--- config.mk ---
export PLATFORM = sky130hd
export DESIGN_NAME = data_path
export DESIGN_NICKNAME = d
export VERILOG_FILES = /design/src/rtl/data_path_pkg.sv /design/src/rtl/data_path_alu.sv /design/src/rtl/data_path_reg_file.sv /design/src/rtl/data_path.sv
export SDC_FILE = /design/constraint.sdc
export NUM_CORES = 2
export LEC_CHECK = 0
export BUFFER_PORTS_ARGS = -buffer_cell sky130_fd_sc_hd__clkbuf_2
export CORE_ASPECT_RATIO = 0.5
export CORE_MARGIN = 4
export CORE_UTILIZATION = 40
export DETAILED_ROUTE_END_ITERATION = 12
export HOLD_SLACK_MARGIN = 0.12
export RECOVER_POWER = 50
export SYNTH_ARGS = -nofsm -noshare
export SYNTH_HDL_FRONTEND = slang
export SYNTH_HIERARCHICAL = 1
export SYNTH_SLANG_ARGS = --single-unit
--- constraint.sdc ---
create_clock -name clk -period 10.6 [get_ports clk]
set_clock_uncertainty 0.1 [all_clocks]
set_input_delay 2.12 -clock clk [delete_from_list [all_inputs] [get_ports clk]]
set_output_delay 2.12 -clock clk [all_outputs]
set_load 0.02 [all_outputs]
--- src/rtl/data_path_pkg.sv ---
// rtl/data_path_pkg.sv - shared ALU encodings, register-file sizing and immediate helper
package data_path_pkg;

  localparam int NUM_REGS = 32;
  localparam int REG_AW   = $clog2(NUM_REGS);

  localparam logic [2:0] ALU_AND = 3'b000;
  localparam logic [2:0] ALU_OR  = 3'b001;
  localparam logic [2:0] ALU_ADD = 3'b010;
  localparam logic [2:0] ALU_SUB = 3'b110;
  localparam logic [2:0] ALU_SLT = 3'b111;

  function automatic logic [31:0] sign_ext(input logic [15:0] imm);
    return {{16{imm[15]}}, imm};
  endfunction

endpackage

--- src/rtl/data_path_alu.sv ---
// rtl/data_path_alu.sv - combinational ALU with zero flag
// Ports: a, b operands; op selects AND/OR/ADD/SUB/SLT (other codes give 0);
//        result and zero (result == 0).
module data_path_alu
  import data_path_pkg::*;
#(
  parameter int W = 32
) (
  input  logic [W-1:0] a,
  input  logic [W-1:0] b,
  input  logic [2:0]   op,
  output logic [W-1:0] result,
  output logic         zero
);

  always_comb begin
    result = '0;
    case (op)
      ALU_AND: result = a & b;
      ALU_OR:  result = a | b;
      ALU_ADD: result = a + b;
      ALU_SUB: result = a - b;
      ALU_SLT: result = {{(W-1){1'b0}}, ($signed(a) < $signed(b))};
      default: result = '0;
    endcase
  end

  assign zero = (result == '0);

endmodule

--- src/rtl/data_path_reg_file.sv ---
// rtl/data_path_reg_file.sv - 32-entry register file, two combinational reads, one clocked write
// Ports: clk, reset_n (async, active-low); ra1/ra2 read addresses -> rd1/rd2;
//        we/wa/wd write port sampled at posedge clk.
module data_path_reg_file
  import data_path_pkg::*;
#(
  parameter int W = 32
) (
  input  logic              clk,
  input  logic              reset_n,
  input  logic [REG_AW-1:0] ra1,
  input  logic [REG_AW-1:0] ra2,
  input  logic              we,
  input  logic [REG_AW-1:0] wa,
  input  logic [W-1:0]      wd,
  output logic [W-1:0]      rd1,
  output logic [W-1:0]      rd2
);

  logic [W-1:0] regs [NUM_REGS];

  // Entry 0 is never written, so it stays at its reset value of zero.
  always_ff @(posedge clk or negedge reset_n) begin
    if (!reset_n) begin
      for (int i = 0; i < NUM_REGS; i++) regs[i] <= '0;
    end else if (we && (wa != '0)) begin
      regs[wa] <= wd;
    end
  end

  // Reads see the pre-edge contents; no write-through bypass.
  assign rd1 = (ra1 == '0) ? '0 : regs[ra1];
  assign rd2 = (ra2 == '0) ? '0 : regs[ra2];

endmodule

--- src/rtl/data_path.sv ---
// rtl/data_path.sv - single-cycle MIPS datapath: PC, register file, ALU, next-PC select
// Ports: clk, reset_n (async, active-low); instr from instruction memory; read_data from
//        data memory; controls MemtoReg, PCsrc, ALUsrc, RegDst, RegWrite, JMP, ALUcontrol;
//        outputs pc (fetch address), ALUout (data address), write_data (store data), zero.
module data_path
  import data_path_pkg::*;
#(
  parameter int n_bits = 32
) (
  input  logic              clk,
  input  logic              reset_n,
  input  logic [n_bits-1:0] read_data,
  input  logic [n_bits-1:0] instr,
  input  logic              MemtoReg,
  input  logic              PCsrc,
  input  logic              ALUsrc,
  input  logic              RegDst,
  input  logic              RegWrite,
  input  logic              JMP,
  input  logic [2:0]        ALUcontrol,
  output logic              zero,
  output logic [n_bits-1:0] pc,
  output logic [n_bits-1:0] ALUout,
  output logic [n_bits-1:0] write_data
);

  logic [REG_AW-1:0] rs, rt, rd, write_reg;
  logic [n_bits-1:0] sign_imm, rd1, rd2, alu_b, result;
  logic [n_bits-1:0] pc_plus4, pc_branch, pc_next;
  logic              unused_opcode;

  assign rs       = instr[25:21];
  assign rt       = instr[20:16];
  assign rd       = instr[15:11];
  assign sign_imm = sign_ext(instr[15:0]);

  // Opcode bits are decoded by the external controller, not here.
  assign unused_opcode = ^instr[31:26];

  assign write_reg = RegDst ? rd : rt;
  assign result    = MemtoReg ? read_data : ALUout;

  data_path_reg_file #(.W(n_bits)) u_reg_file (
    .clk     (clk),
    .reset_n (reset_n),
    .ra1     (rs),
    .ra2     (rt),
    .we      (RegWrite),
    .wa      (write_reg),
    .wd      (result),
    .rd1     (rd1),
    .rd2     (rd2)
  );

  assign alu_b = ALUsrc ? sign_imm : rd2;

  data_path_alu #(.W(n_bits)) u_alu (
    .a      (rd1),
    .b      (alu_b),
    .op     (ALUcontrol),
    .result (ALUout),
    .zero   (zero)
  );

  assign write_data = rd2;

  assign pc_plus4  = pc + n_bits'(4);
  assign pc_branch = pc_plus4 + {sign_imm[n_bits-3:0], 2'b00};

  // Jump wins over a taken branch.
  always_comb begin
    pc_next = pc_plus4;
    if (JMP)        pc_next = {pc_plus4[31:28], instr[25:0], 2'b00};
    else if (PCsrc) pc_next = pc_branch;
  end

  always_ff @(posedge clk or negedge reset_n) begin
    if (!reset_n) pc <= '0;
    else          pc <= pc_next;
  end

endmodule

; ---- After elaboration in Yosys (flattened, before gate mapping)
; Index checks and enable logic that the tools add are counted.
[totals]
inputBits = 75
out_inout_bits = 97
register_bits = 1056
word_cells = 75
[classes]
addsub = 4
bitwise = 5
reduce_logical = 7
n_mux = 17
n_eq_ne = 4
n_lt_le_gt_ge = 5
[op_table]
columns = op, count
row1 = bitwise mux 1024 bit, 1
row2 = two-way mux 32 bit, 11
row3 = binary-select mux 32 bit (select 5 bit), 2
row4 = demux 32 bit (select 5 bit), 1
row5 = case mux 32 bit (5 select lines), 1
row6 = adder 32 bit, 2
row7 = "adder 32 x 3 -> 32 bit, second input constant", 1
row8 = bitwise AND 32 bit, 1
row9 = zero test 32 bit, 1
row10 = less-than comparator 32 bit, 1
row11 = OR 32 bit, 1
row12 = subtractor 32 bit, 1
row13 = ">= comparator 6 bit, second input constant", 3
row14 = NOT 5 -> 6 bit, 3
row15 = zero test 5 bit, 2
row16 = "== test 3 bit, second input constant", 2
row17 = "less-than comparator 6 x 1 -> 1 bit, second input constant", 1
row18 = two-way mux 5 bit, 1
row19 = nonzero test 5 bit, 1
row20 = "== test 3 x 1 -> 1 bit, second input constant", 1
row21 = "== test 3 x 2 -> 1 bit, second input constant", 1
row22 = zero test 3 bit, 1
row23 = logical AND 1 bit, 2

; ---- Longest topological paths before layout
[depth]
ltp_word = 10
mapped_depth = 25
ltp_nobuf = 20

; ---- Hierarchy
; Netlist, hierarchy kept.
[by_module_without_submodules]
columns = mod, area_per_inst_um2, seq_area_each_um2, cells_each, n_inst
row1 = data_path_reg_file, 54369.6, 25624.6, 3621, 1
row2 = data_path_alu, 5450.2, 0.0, 817, 1
row3 = data_path, 4445.5, 750.7, 565, 1

; ---- Worst setup path before layout
; Ideal clock, no wire load.
[synth_timing]
path_kind = input to output
from = input port instr[17]
to = output port zero
arrival_time_ns = 7.289
t_required_ns = 8.380
stages = 23
path_buffers = 4
setup_slack_ns = 1.091
path_cell_list = buf_4 -> buf_4 -> nor2b_1 -> buf_2 -> a221oi_1 -> o21ai_0 -> a311oi_1 -> inv_1 -> o21ai_0 -> inv_1 -> ha_1 -> buf_1 -> nand4_1 -> or2_2 -> nor3_1 -> nand3_1 -> a41oi_1 -> nor2_1 -> o32ai_1 -> xnor2_1 -> o22ai_1 -> or3_1 -> nor4_2
[synth_via]
elab_chain_len = 9
elab_cells_between_ends = 14
classes_between = add/sub: 2 / order compare: 1 / mux: 6 / bitwise: 3 / reduce/logical: 2
[synth_rtl]
columns = element, line_no
row1 = "start, declared", data_path.sv:13  ; input logic [n_bits-1:0] instr,
row2 = NOT 5 -> 6 bit (not written as such), data_path_reg_file.sv:33  ; assign rd2 = (ra2 == '0) ? '0 : regs[ra2];
row3 = binary-select mux 32 bit (select 5 bit), data_path_reg_file.sv:33
row4 = two-way mux 32 bit (not written as such) (2 in a row), data_path_reg_file.sv:33
row5 = two-way mux 32 bit (*), data_path_reg_file.sv:33
row6 = via write_data[15], data_path.sv:24  ; output logic [n_bits-1:0] write_data
row7 = two-way mux 32 bit (*), data_path.sv:55  ; assign alu_b = ALUsrc ? sign_imm : rd2;
row8 = via alu_b[15], data_path.sv:28  ; logic [n_bits-1:0] sign_imm, rd1, rd2, alu_b, result;
row9 = subtractor 32 bit / adder 32 bit (equally long branches), "data_path_alu.sv:22, data_path_alu.sv:21"
row10 = case mux 32 bit (5 select lines) (*), data_path_alu.sv:18  ; case (op)
row11 = via ALUout[28], data_path.sv:23  ; output logic [n_bits-1:0] ALUout,
row12 = zero test 32 bit (*), data_path_alu.sv:28  ; assign zero = (result == '0);
row13 = "end, declared", data_path.sv:21  ; output logic zero,
; Mark *: on every way through the listed nets, which the timed path passes. The rest lies on a longest branch. The select of a mux whose other input is x is not followed.

; ---- Worst setup path in the final report
[layout_timing]
from = input port instr[17]
to = output port zero
[layout_via]
elab_chain_len = 9
elab_cells_between_ends = 14
classes_between = add/sub: 2 / order compare: 1 / mux: 6 / bitwise: 3 / reduce/logical: 2
[layout_rtl]
columns = element, line_no
row1 = NOT 5 -> 6 bit (not written as such), data_path_reg_file.sv:33
row2 = binary-select mux 32 bit (select 5 bit), data_path_reg_file.sv:33
row3 = two-way mux 32 bit (not written as such) (2 in a row), data_path_reg_file.sv:33
row4 = two-way mux 32 bit (*), data_path_reg_file.sv:33
row5 = two-way mux 32 bit (*), data_path.sv:55
row6 = via alu_b[0], data_path.sv:28
row7 = "subtractor 32 bit, or another cell as far along", data_path_alu.sv:22  ; ALU_SUB: result = a - b;
row8 = case mux 32 bit (5 select lines) (*), data_path_alu.sv:18
row9 = zero test 32 bit (*), data_path_alu.sv:28
; Marked as above.

==> run_results.csv <==
group,metric,value,unit
timing,period_minus_slack,10.34,ns
setup_path,path_max_fanout,43,
routing,dr.pass1.iters,6,
power,p_switching,4590,µW
setup_path,reg2reg_depth,22,
floorplan,initial_utilization,40.51,%
timing,grt_setup_unrepaired,"no",
setup_path,cp-start-kind,"input port",
layout,fin_area,72580,µm²
place,place_congestion,0.9324,
yosys,ys_seq_area_share,41.04,%
setup_path,critPathRequiredTime,8.38,ns
routing,wl_per_cell,30.20,µm
floorplan,core-area,158600,µm²
layout,multi_input_area,35210,µm²
setup_path,endpoint_kind,"output port",
setup_path,timing.rr.end,"u_reg_file/regs[316]",
power,switching_share,32.45,%
routing,ant_nets,0,
setup_path,crit_arrival,8.12,ns
status,status,"complete, but fails checks",
place,post-dp-hpwl,146900,µm
yosys,synth-edff-count,0,
layout,fill_cells,14280,
yosys,async_reset_ff_share,100.0,%
layout,mostFrequentLayoutCell,"mux2_2",
layout,fin_util,45.75,%
routing,via_count,46640,
timing,setup-tns-final,0,ns
clock_network,cts_tree,"built",
min_path,hp-class,"register to register",
clock_network,clock-sinks,1054,
yosys,avgSynthCellArea,12.85,µm²
min_path,min_from,"u_reg_file/regs[996]",
floorplan,die_h,291.4,µm
place,pre_cts_ws,0.1225,ns
power,p_leak,0.03203,µW
floorplan,row_count,103,
power,seq_power_share,40.9,%
floorplan,fp.dieArea,167500,µm²
routing,wirelength,222700,µm
clock_network,htreeDepth,3,
timing,finalSetupViolCount,0,
timing,slew_violations,335,
setup_path,reg2reg_from,"u_reg_file/regs[640]",
grt,grt_max_degree,195,
clock_network,cts_buffer_depth,3,
grt,grt_pass1_wl,328400,µm
routing,drc,0,
yosys,syn_area,64270,µm²
min_path,hold_path_end,"u_reg_file/regs[996]",
clock_network,cts_root_buf,"clkbuf_16",
timing,worstMarginPinSlew,6.851,ns
yosys,yosysWarnings,6,
timing,setup_ws,0.2568,ns
status,violations,"capacitance limit, slew limit",
layout,area_growth,12.94,%
yosys,synth-main-ff-cell,"dfrtp_1",
clock_network,clock_latency,0.75,ns
setup_path,crit_type,"input port to output port",
grt,grt_usage,26.10,%
min_path,hold_path_depth,0,
power,combPwrFrac,31.5,%
power,p_clk_share,27.7,%
timing,fmax,96.68,MHz
routing,via_per_inst,6.325,
layout,drive_above_1_share,44.37,%
layout,regArea,26380,µm²
clock_network,cts_made_buffers,104,
grt,grt_overflow,0,
place,portBuffers,163,
timing,min_period_over_period,97.58,%
timing,finalHoldViolCount,0,
clock_network,clk_pin_slew,0.06,ns
floorplan,die_w,574.9,µm
run,cap_viol_max_count,5,
setup_path,r2r_setup_slack,4.21,ns
yosys,synth_cell_types,104,
yosys,ys_seq_elements,1054,
grt,antenna_found_initial,4,
power,p_per_area,194.9,nW/µm²
layout,most-common-layout-cells,"mux2_2 (1,099), dfrtp_1 (1,054), mux4_2 (448)",
layout,nets,5344,
grt,grt_pass1_vias,47580,
routing,drt_iter0_drc,4819,
clock_network,hold_buffers,0,
power,p_int,9555,µW
yosys,syn_inst,5003,
place,placed_area,68970,µm²
timing,slew_headroom,-356.8,%
floorplan,io_pins,172,
power,peakVddDrop,133.8,µV
==> critical path, cell delays in order <==
cell       delay, ns
buf_16          0.21
nor2_4          0.64
buf_12          0.24
a221oi_1        0.09
o21ai_0         0.13
a311oi_1        0.20
buf_4           0.20
mux2_2          0.29
ha_1            0.25
fa_1            0.46
a21oi_2         0.19
o31ai_2         0.08
buf_4           0.17
a2111oi_2       0.47
nor4_1          0.12
nor3_1          0.40
a2111oi_0       0.14
or3_1           0.44
a221o_1         0.29
nor4_2          0.23
nand4bb_1       0.22
nor4_2          0.25
clkbuf_2        0.21
==> power by group through the flow <==
stage / clock network, µW / logic (µW) / registers (µW)
finish: 3910 / 4450 / 5780
global route: 4170 / 4770 / 5890
CTS: 3980 / 4430 / 5740
detailed placement: 0 / 4410 / 5810
global placement: 0 / 4310 / 5690
floorplan: 0 / 3130 / 5590
==> metal layers <==
layer	wire length, µm	track usage, %	vias up
met2	101500	40.76	2160
met1	93610	36.42	24720
li1	-	-	19310
met3	18310	4.767	448
met5	0	0	-
met4	9186	9.560	0
==> synthesized netlist by cell type, types with 21 or more instances <==
cell | count | area share (%)
a21o_1 | 32 | 0.37
buf_2 | 193 | 1.5
nand2_1 | 165 | 0.96
a211oi_1 | 78 | 0.91
mux2i_1 | 161 | 2.5
nor2_1 | 118 | 0.69
buf_4 | 37 | 0.43
mux2_2 | 1099 | 19
dfrtp_1 | 1054 | 41
o21ai_0 | 183 | 1.4
o211ai_1 | 21 | 0.25
a22oi_1 | 67 | 0.78
nand4_1 | 25 | 0.24
nand3_1 | 51 | 0.40
nor2b_1 | 80 | 0.78
a21oi_1 | 106 | 0.83
a221oi_1 | 52 | 0.71
a311oi_1 | 66 | 0.90
inv_1 | 144 | 0.84
nor3_1 | 29 | 0.23
xnor2_1 | 40 | 0.55
mux4_2 | 448 | 16
clkbuf_1 | 268 | 1.6
ha_1 | 135 | 2.6
==> timing repair <==
action / 4_1_cts / 5_1_grt
resized for setup: 0 / 21
buffers inserted: 0 / 2
endpoints found under the setup margin: 0 / 1
==> worst max path at each step <==
stage          slack (ns)       from  cells after the start   end
6_report             0.26  instr[17]                     23  zero
5_1_grt             0.005  instr[18]                     23  zero
4_1_cts              0.06  instr[17]                     23  zero
3_5_place_dp         0.12  instr[17]                     23  zero
3_3_place_gp         0.05  instr[17]                     24  zero
2_1_floorplan        1.09  instr[17]                     23  zero
==> cell families after synthesis <==
kind of cell | synth area share (%)
XOR/XNOR | 0.8430
buffers and inverters | 4.573
adder cells (fa/ha/maj) | 2.722
other | 0.005835
AND/OR/NAND/NOR | 4.550
flip-flops | 41.04
AO/OA/AOI/OAI | 8.625
multiplexers | 37.64
==> stage by stage <==
stage / std cells / power [µW] / hold slack, ns
floorplan: 5004 / 8716 / 0.3413
global placement: 7175 / 10000 / 0.2765
detailed placement: 7175 / 10220 / 0.2833
CTS: 7370 / 14150 / 0.2972
global route: 7373 / 14820 / 0.3135
finish: 7373 / 14150 / 0.2948
==> layout make-up <==
type | count | area share (%)
Clock buffer | 154 | 4.148
Tap cell | 2152 | 3.710
Clock inverter | 41 | 0.7826
Timing Repair Buffer | 538 | 5.739
Sequential cell | 1054 | 36.34
Multi-Input combinational cell | 3286 | 48.52
Antenna cell | 1 | 0.003448
Inverter | 147 | 0.7637
==> registers in the layout, summed over array words and instances, names as in the netlist <==
signal           cells
pc                  30
u_reg_file/regs   1024
(Power assumes the default switching activity.)
